==> src/rtl/instr_fetch_unit.sv <==
// Fetch stage: PC plus one-outstanding IM_REQ/IM_ACK handshake; INSTR is valid 1 cycle after a clean IM_ACK.
// STALL freezes the VALID state; BR_TAKEN redirects fetch and flushes or squashes whatever is in flight.
module instr_fetch_unit #(
  parameter int                ADDR_W   = 32,
  parameter logic [ADDR_W-1:0] RESET_PC = 32'h0000_0000
) (
  input  logic              CLK,
  input  logic              RST,
  output logic              IM_REQ,
  output logic [ADDR_W-1:0] IM_ADDR,
  input  logic              IM_ACK,
  input  logic [31:0]       IM_RDATA,
  input  logic              STALL,
  input  logic              BR_TAKEN,
  input  logic [ADDR_W-1:0] BR_TARGET,
  output logic [31:0]       INSTR,
  output logic [5:0]        OPCODE,
  output logic [4:0]        RS,
  output logic [4:0]        RT,
  output logic [4:0]        RD,
  output logic [5:0]        FUNCT,
  output logic [15:0]       IMM16,
  output logic [ADDR_W-1:0] PC_OUT,
  output logic              INSTR_VALID
);

  typedef enum logic [1:0] {
    IDLE  = 2'd0,
    FETCH = 2'd1,
    VALID = 2'd2
  } state_t;

  state_t            state_q, state_d;
  logic [ADDR_W-1:0] pc_q, pc_d;
  logic [ADDR_W-1:0] addr_q, addr_d;
  logic [ADDR_W-1:0] pc_out_q, pc_out_d;
  logic [31:0]       instr_q, instr_d;
  logic              valid_q, valid_d;
  logic              squash_q, squash_d;
  logic [ADDR_W-1:0] br_pc;

  assign br_pc = {BR_TARGET[ADDR_W-1:2], 2'b00};

  always_ff @(posedge CLK) begin
    if (RST) begin
      state_q  <= IDLE;
      pc_q     <= RESET_PC;
      addr_q   <= RESET_PC;
      pc_out_q <= '0;
      instr_q  <= '0;
      valid_q  <= 1'b0;
      squash_q <= 1'b0;
    end else begin
      state_q  <= state_d;
      pc_q     <= pc_d;
      addr_q   <= addr_d;
      pc_out_q <= pc_out_d;
      instr_q  <= instr_d;
      valid_q  <= valid_d;
      squash_q <= squash_d;
    end
  end

  always_comb begin
    state_d  = state_q;
    pc_d     = pc_q;
    addr_d   = addr_q;
    pc_out_d = pc_out_q;
    instr_d  = instr_q;
    valid_d  = valid_q;
    squash_d = squash_q;
    case (state_q)
      IDLE: begin
        state_d = FETCH;
        addr_d  = pc_q;
      end
      FETCH: begin
        if (IM_ACK) begin
          if (squash_q || BR_TAKEN) begin
            // Returned word belongs to the abandoned path: drop it and re-request.
            squash_d = 1'b0;
            pc_d     = BR_TAKEN ? br_pc : pc_q;
            addr_d   = BR_TAKEN ? br_pc : pc_q;
          end else begin
            instr_d  = IM_RDATA;
            pc_out_d = pc_q;
            pc_d     = pc_q + ADDR_W'(4);
            valid_d  = 1'b1;
            state_d  = VALID;
          end
        end else if (BR_TAKEN) begin
          // Request already on the bus keeps its address; remember to squash its data.
          pc_d     = br_pc;
          squash_d = 1'b1;
        end
      end
      VALID: begin
        if (BR_TAKEN) begin
          instr_d = '0;
          valid_d = 1'b0;
          pc_d    = br_pc;
          addr_d  = br_pc;
          state_d = FETCH;
        end else if (!STALL) begin
          instr_d = '0;
          valid_d = 1'b0;
          addr_d  = pc_q;
          state_d = FETCH;
        end
      end
      default: state_d = IDLE;
    endcase
  end

  assign IM_REQ      = (state_q == FETCH);
  assign IM_ADDR     = addr_q;
  assign INSTR       = instr_q;
  assign PC_OUT      = pc_out_q;
  assign INSTR_VALID = valid_q;
  assign OPCODE      = instr_q[31:26];
  assign RS          = instr_q[25:21];
  assign RT          = instr_q[20:16];
  assign RD          = instr_q[15:11];
  assign FUNCT       = instr_q[5:0];
  assign IMM16       = instr_q[15:0];

endmodule

==> config.mk <==
export PLATFORM = sky130hd
export DESIGN_NAME = instr_fetch_unit
export DESIGN_NICKNAME = d
export VERILOG_FILES = /design/src/rtl/instr_fetch_unit.sv
export SDC_FILE = /design/constraint.sdc
export NUM_CORES = 1
export LEC_CHECK = 0
export CAP_MARGIN = 5
export CORE_UTILIZATION = 48
export CTS_BUF_LIST = sky130_fd_sc_hd__clkbuf_8
export CTS_CLUSTER_SIZE = 28
export DETAILED_ROUTE_END_ITERATION = 8
export PLACE_DENSITY = 0.84
export SETUP_SLACK_MARGIN = 0.2
export SLEW_MARGIN = 30
export SYNTH_ARGS = -nofsm -noshare
export SYNTH_HDL_FRONTEND = slang
export SYNTH_SLANG_ARGS = --single-unit
==> constraint.sdc <==
create_clock -name CLK -period 2.3 [get_ports CLK]
set_input_delay 0.23 -clock CLK [delete_from_list [all_inputs] [get_ports CLK]]
set_output_delay 0.23 -clock CLK [all_outputs]
set_load 0.05 [all_outputs]
; ---- Word-level counts from Yosys, hierarchy flattened
; Index checks and enable logic that the tools add are counted.
[word_totals]
reg_bits = 132
out_inout_bits = 141
word_cells = 53
[classes]
n_addsub = 1
eq_ne = 7
n_mux = 27
n_bitwise = 1
n_reduce_logical = 10
[ops]
columns = cell, count
row1 = two-way mux 32 bit, 11
row2 = case mux 32 bit (2 select lines), 2
row3 = case mux 32 bit (3 select lines), 1
row4 = "adder 32 x 3 -> 32 bit, second input constant", 1
row5 = AND reduction 3 bit, 3
row6 = two-way mux 2 bit, 4
row7 = AND reduction 4 bit, 2
row8 = two-way mux 1 bit, 7
row9 = "!= test 2 x 1 -> 1 bit, second input constant", 3
row10 = case mux 2 bit (3 select lines), 1
row11 = nonzero test 2 bit, 2
row12 = "!= test 3 bit, second input constant", 1
row13 = nonzero test 3 bit, 1
row14 = "== test 2 x 1 -> 1 bit, second input constant", 1
row15 = "== test 2 bit, second input constant", 1
row16 = zero test 2 bit, 1
row17 = "!= test 2 bit, second input constant", 1
row18 = case mux 1 bit (2 select lines), 1
row19 = logical OR 1 bit, 1
row20 = NOT 1 bit, 1

; ---- Longest topological paths before layout
[depth]
depth_word = 4
mapped_depth = 9
mapped_depth_nobuf = 7

; ---- Least setup slack after synthesis
; Ideal clock, no wire load.
[synth_timing]
path_kind = register to register
from = reg state_q[1]
to = reg instr_q[11] (netlist: INSTR[11])
t_arrival_ns = 2.043
slack_ns = 0.130
stages_incl_launch_ff = 10
n_path_buf = 3
period_less_slack_ns = 2.170
path_cell_list = dfxtp_1 inv_1 ha_1 clkbuf_1 and3_1 clkbuf_1 o21ai_1 buf_2 a22oi_1 nor2_1
[synth_via]
elab_chain_cells = 3
word_cells_on_any_way = 8
classes_between = eq/ne: 5 / mux: 1 / reduce/logical: 2
[synth_lines]
columns = item, line_no
row1 = start: declaration, 33  ; state_t state_q, state_d;
row2 = start signal: assignment, 54  ; state_q <= state_d;
row3 = == test 2 x 1 -> 1 bit *, n/a
row4 = via IM_REQ, 9  ; output logic IM_REQ,
row5 = != test 2 bit (no source line) (tied with other cells), n/a
row6 = AND reduction 4 bit (no source line), n/a
row7 = end signal: assignment, 58  ; instr_q <= instr_d;
row8 = end: declaration, 37  ; logic [31:0] instr_q, instr_d;
; The timed path passes the listed nets; every way through them passes the cells marked *.
; A chain may end at the register's enable or synchronous reset.

; ---- Worst setup path in the final report
[layout_timing]
from = reg state_q[1]
to = out IM_REQ
[layout_via]
elab_chain_cells = 1
[layout_lines]
columns = item, line_no
row1 = == test 2 x 1 -> 1 bit, 115  ; assign IM_REQ = (state_q == FETCH);
row2 = end: declaration, 9
; Every way passes these cells.

==> qor.yml <==
status: "complete, no violations"
drive_gt1_share_pct: 9.96
hold_class: "primary input to flop"
clock_tree.buffer_depth: 2
ir_worst_vdd_mv: 0.562
fin_crit_ns: 2.01
drtIter0Drc: 592
grtUsageTotal_pct: 27.8
core_mm2: 0.0127
cp.required_ns: 2.07
port_buffers: 207
whs_path_depth: 2
dp.cells: 1102
place_congestion: 0.921
htreeDepth: 4
fp.dieW_um: 116
instances_no_fill: 1136
drc: 0
drv_cap: 0
wl_per_cell_um: 17.1
grt_pass1_vias: 5775
power_w: 0.00634
final_common_cell: "clkdlybuf4s50_1"
clockRootBuffer: "clkbuf_8"
slew_violations: 0
fin_util_pct: 69.2
powerDensity_mw_per_mm2: 724
area_delta_synth_final_pct: 39.5
fin_setup_tns_ns: 0
top_usage_layer: "met2"
synth_edf_count: 0
final_cell_mix: "clkdlybuf4s50_1, nand2_1, dfxtp_1"
ys_seq_area_share_pct: 42.1
grt_max_degree: 39
crit_path_cell_trace: "inv_1 > ha_2 > clkdlybuf4s15_1"
diodes: 0
r2r_slack_ns: 0.32
path_clk_slew_ns: 0.07
start_util_pct: 49.6
synth_seq_cells: 132
end_kind: "primary output"
cts_tree: "built"
clock_skew_ns: 0.0122
ys_warn_count: 0
antenna_left: 0
rsz0062_at_grt: "true"
synth_area_per_cell_um2: 7.98
critical_path_arrival_ns: 1.78
vias: 6450
tightestPinTransition_ns: 0.560
yosysUniqueCellTypes: 56
wl_mm: 19.4
vias_per_cell: 5.68
met2_usage_pct: 45.5
synth_top_flop_cell: "dfxtp_1"
ios: 210
clock_sinks: 132
dieArea_mm2: 0.0135
grt_antenna_before_repair: 0
num_rows: 41
reg2reg_depth: 5
critPathKind: "flop to primary output"
mappedNetlistNets: 861
die_h_um: 116
nNetsFinal: 1026
clkLatencyLatePin_ns: 0.45
slowest_stage: "clkdlybuf4s15_1"
grt_first_pass_wirelength_mm: 29.2
relSlewSlack_pct: 62.5
netlist_area_mm2: 0.00628
use_met1_pct: 35.6
first_pass_iters: 5
min_period_over_period_pct: 87.5
power_leakage_nw: 3.16
cpPeakStageDelay_ns: 0.57
hold_viol: 0
numCtsBuffers: 17
postSynthCellCount: 787
cts-hold-fix-buffers: 0
crit_fanout: 11
start_kind: "flop"
max_freq_mhz: 497
setup_viol: 0
grt_util_met3_pct: 6.33
hpwl_mm: 13.4
async_flop_share_pct: 0
grt_overflow_total: 0
-- area by class of cell --
cell class                 count  area (µm²)
clock inverter                10        43.8
multi-input combinational    539        3020
tap                          172         215
sequential                   132        2640
fill                        1022        3910
timing repair buffer         257        2530
clock buffer                  21         289
inverter                       5        18.8
-- path summary, 6_finish.rpt --
path | from | end
max reg2reg | pc_q[2]$_SDFFE_PP0N_ | pc_q[27]$_SDFFE_PP0N_
min reg2reg | PC_OUT[17]$_SDFFE_PP0P_ | PC_OUT[17]$_SDFFE_PP0P_
min | RST | pc_q[6]$_SDFFE_PP0N_
max | state_q[1]$_SDFFE_PP0P_ | IM_REQ
-- worst max-delay path: cells and delay by family, from the launching register on --
kind | cells | cell delay, ns
flip-flops | 1 | 0.34
buffers and inverters | 2 | 0.66
adder cells (fa/ha/maj) | 1 | 0.32
-- where the power goes --
group          internal (W)  leakage, nW  total [W]  switching, W
clock              0.000824        0.197    0.00168      0.000859
combinational      0.000753         1.89    0.00200       0.00125
sequential          0.00248         1.07    0.00266      0.000182
-- through the flow --
stage	cell area, µm²	hold slack [ns]	worst slack [ns]
after floorplan	6280	0.330	0.266
after global routing	8760	0.116	0.153
final	8760	0.137	0.289
after global placement	8370	0.441	0.178
after CTS	8700	0.111	0.202
after detailed placement	8370	0.447	0.115
-- layer usage --
layer  part of all wire, %  vias up
met1                    42     3065
met3                   7.8       38
li1                      -     3077
met4                   1.9        0
met2                    48      270
met5                     0        -
-- logic make-up (layout without fill, tap and decap cells) --
logic type	Yosys count	after routing	synth area share, %
buffers and inverters	116	293	10.3
AND/OR/NAND/NOR	320	320	22.7
XOR/XNOR	4	4	0.558
multiplexers	11	11	1.77
flip-flops	132	132	42.1
AO/OA/AOI/OAI	199	199	21.6
adder cells (fa/ha/maj)	5	5	0.996
-- synth_stat cells (8+ instances only) --
cell / n / area, µm²
buf_4: 47 / 353
o21ai_0: 13 / 65.1
a21oi_1: 60 / 300
buf_2: 20 / 100
or3_1: 10 / 62.6
nand2_1: 152 / 571
dfxtp_1: 132 / 2640
and3_1: 8 / 50.1
nand3_1: 18 / 90.1
clkbuf_1: 40 / 150
a22oi_1: 35 / 263
nor2_1: 83 / 312
mux2i_1: 10 / 100
o22ai_1: 16 / 100
a311oi_1: 25 / 219
nor3_1: 9 / 45.0
nand4_1: 12 / 75.1
-- what timing repair did --
item,CTS,global route
resized for setup,1,10
endpoints found under the hold margin,0,0
pin swaps,1,1
cloned,0,1
endpoints found under the setup margin,2,28
setup buffers,0,2
-- sequential cells by signal, indices dropped and copies added (netlist names) --
| register | count |
|---|---|
| IM_ADDR | 32 |
| INSTR | 32 |
| PC_OUT | 32 |
| pc_q | 32 |
| state_q | 2 |
| INSTR_VALID | 1 |
| squash_q | 1 |
Power figures use the tool's default switching activity.
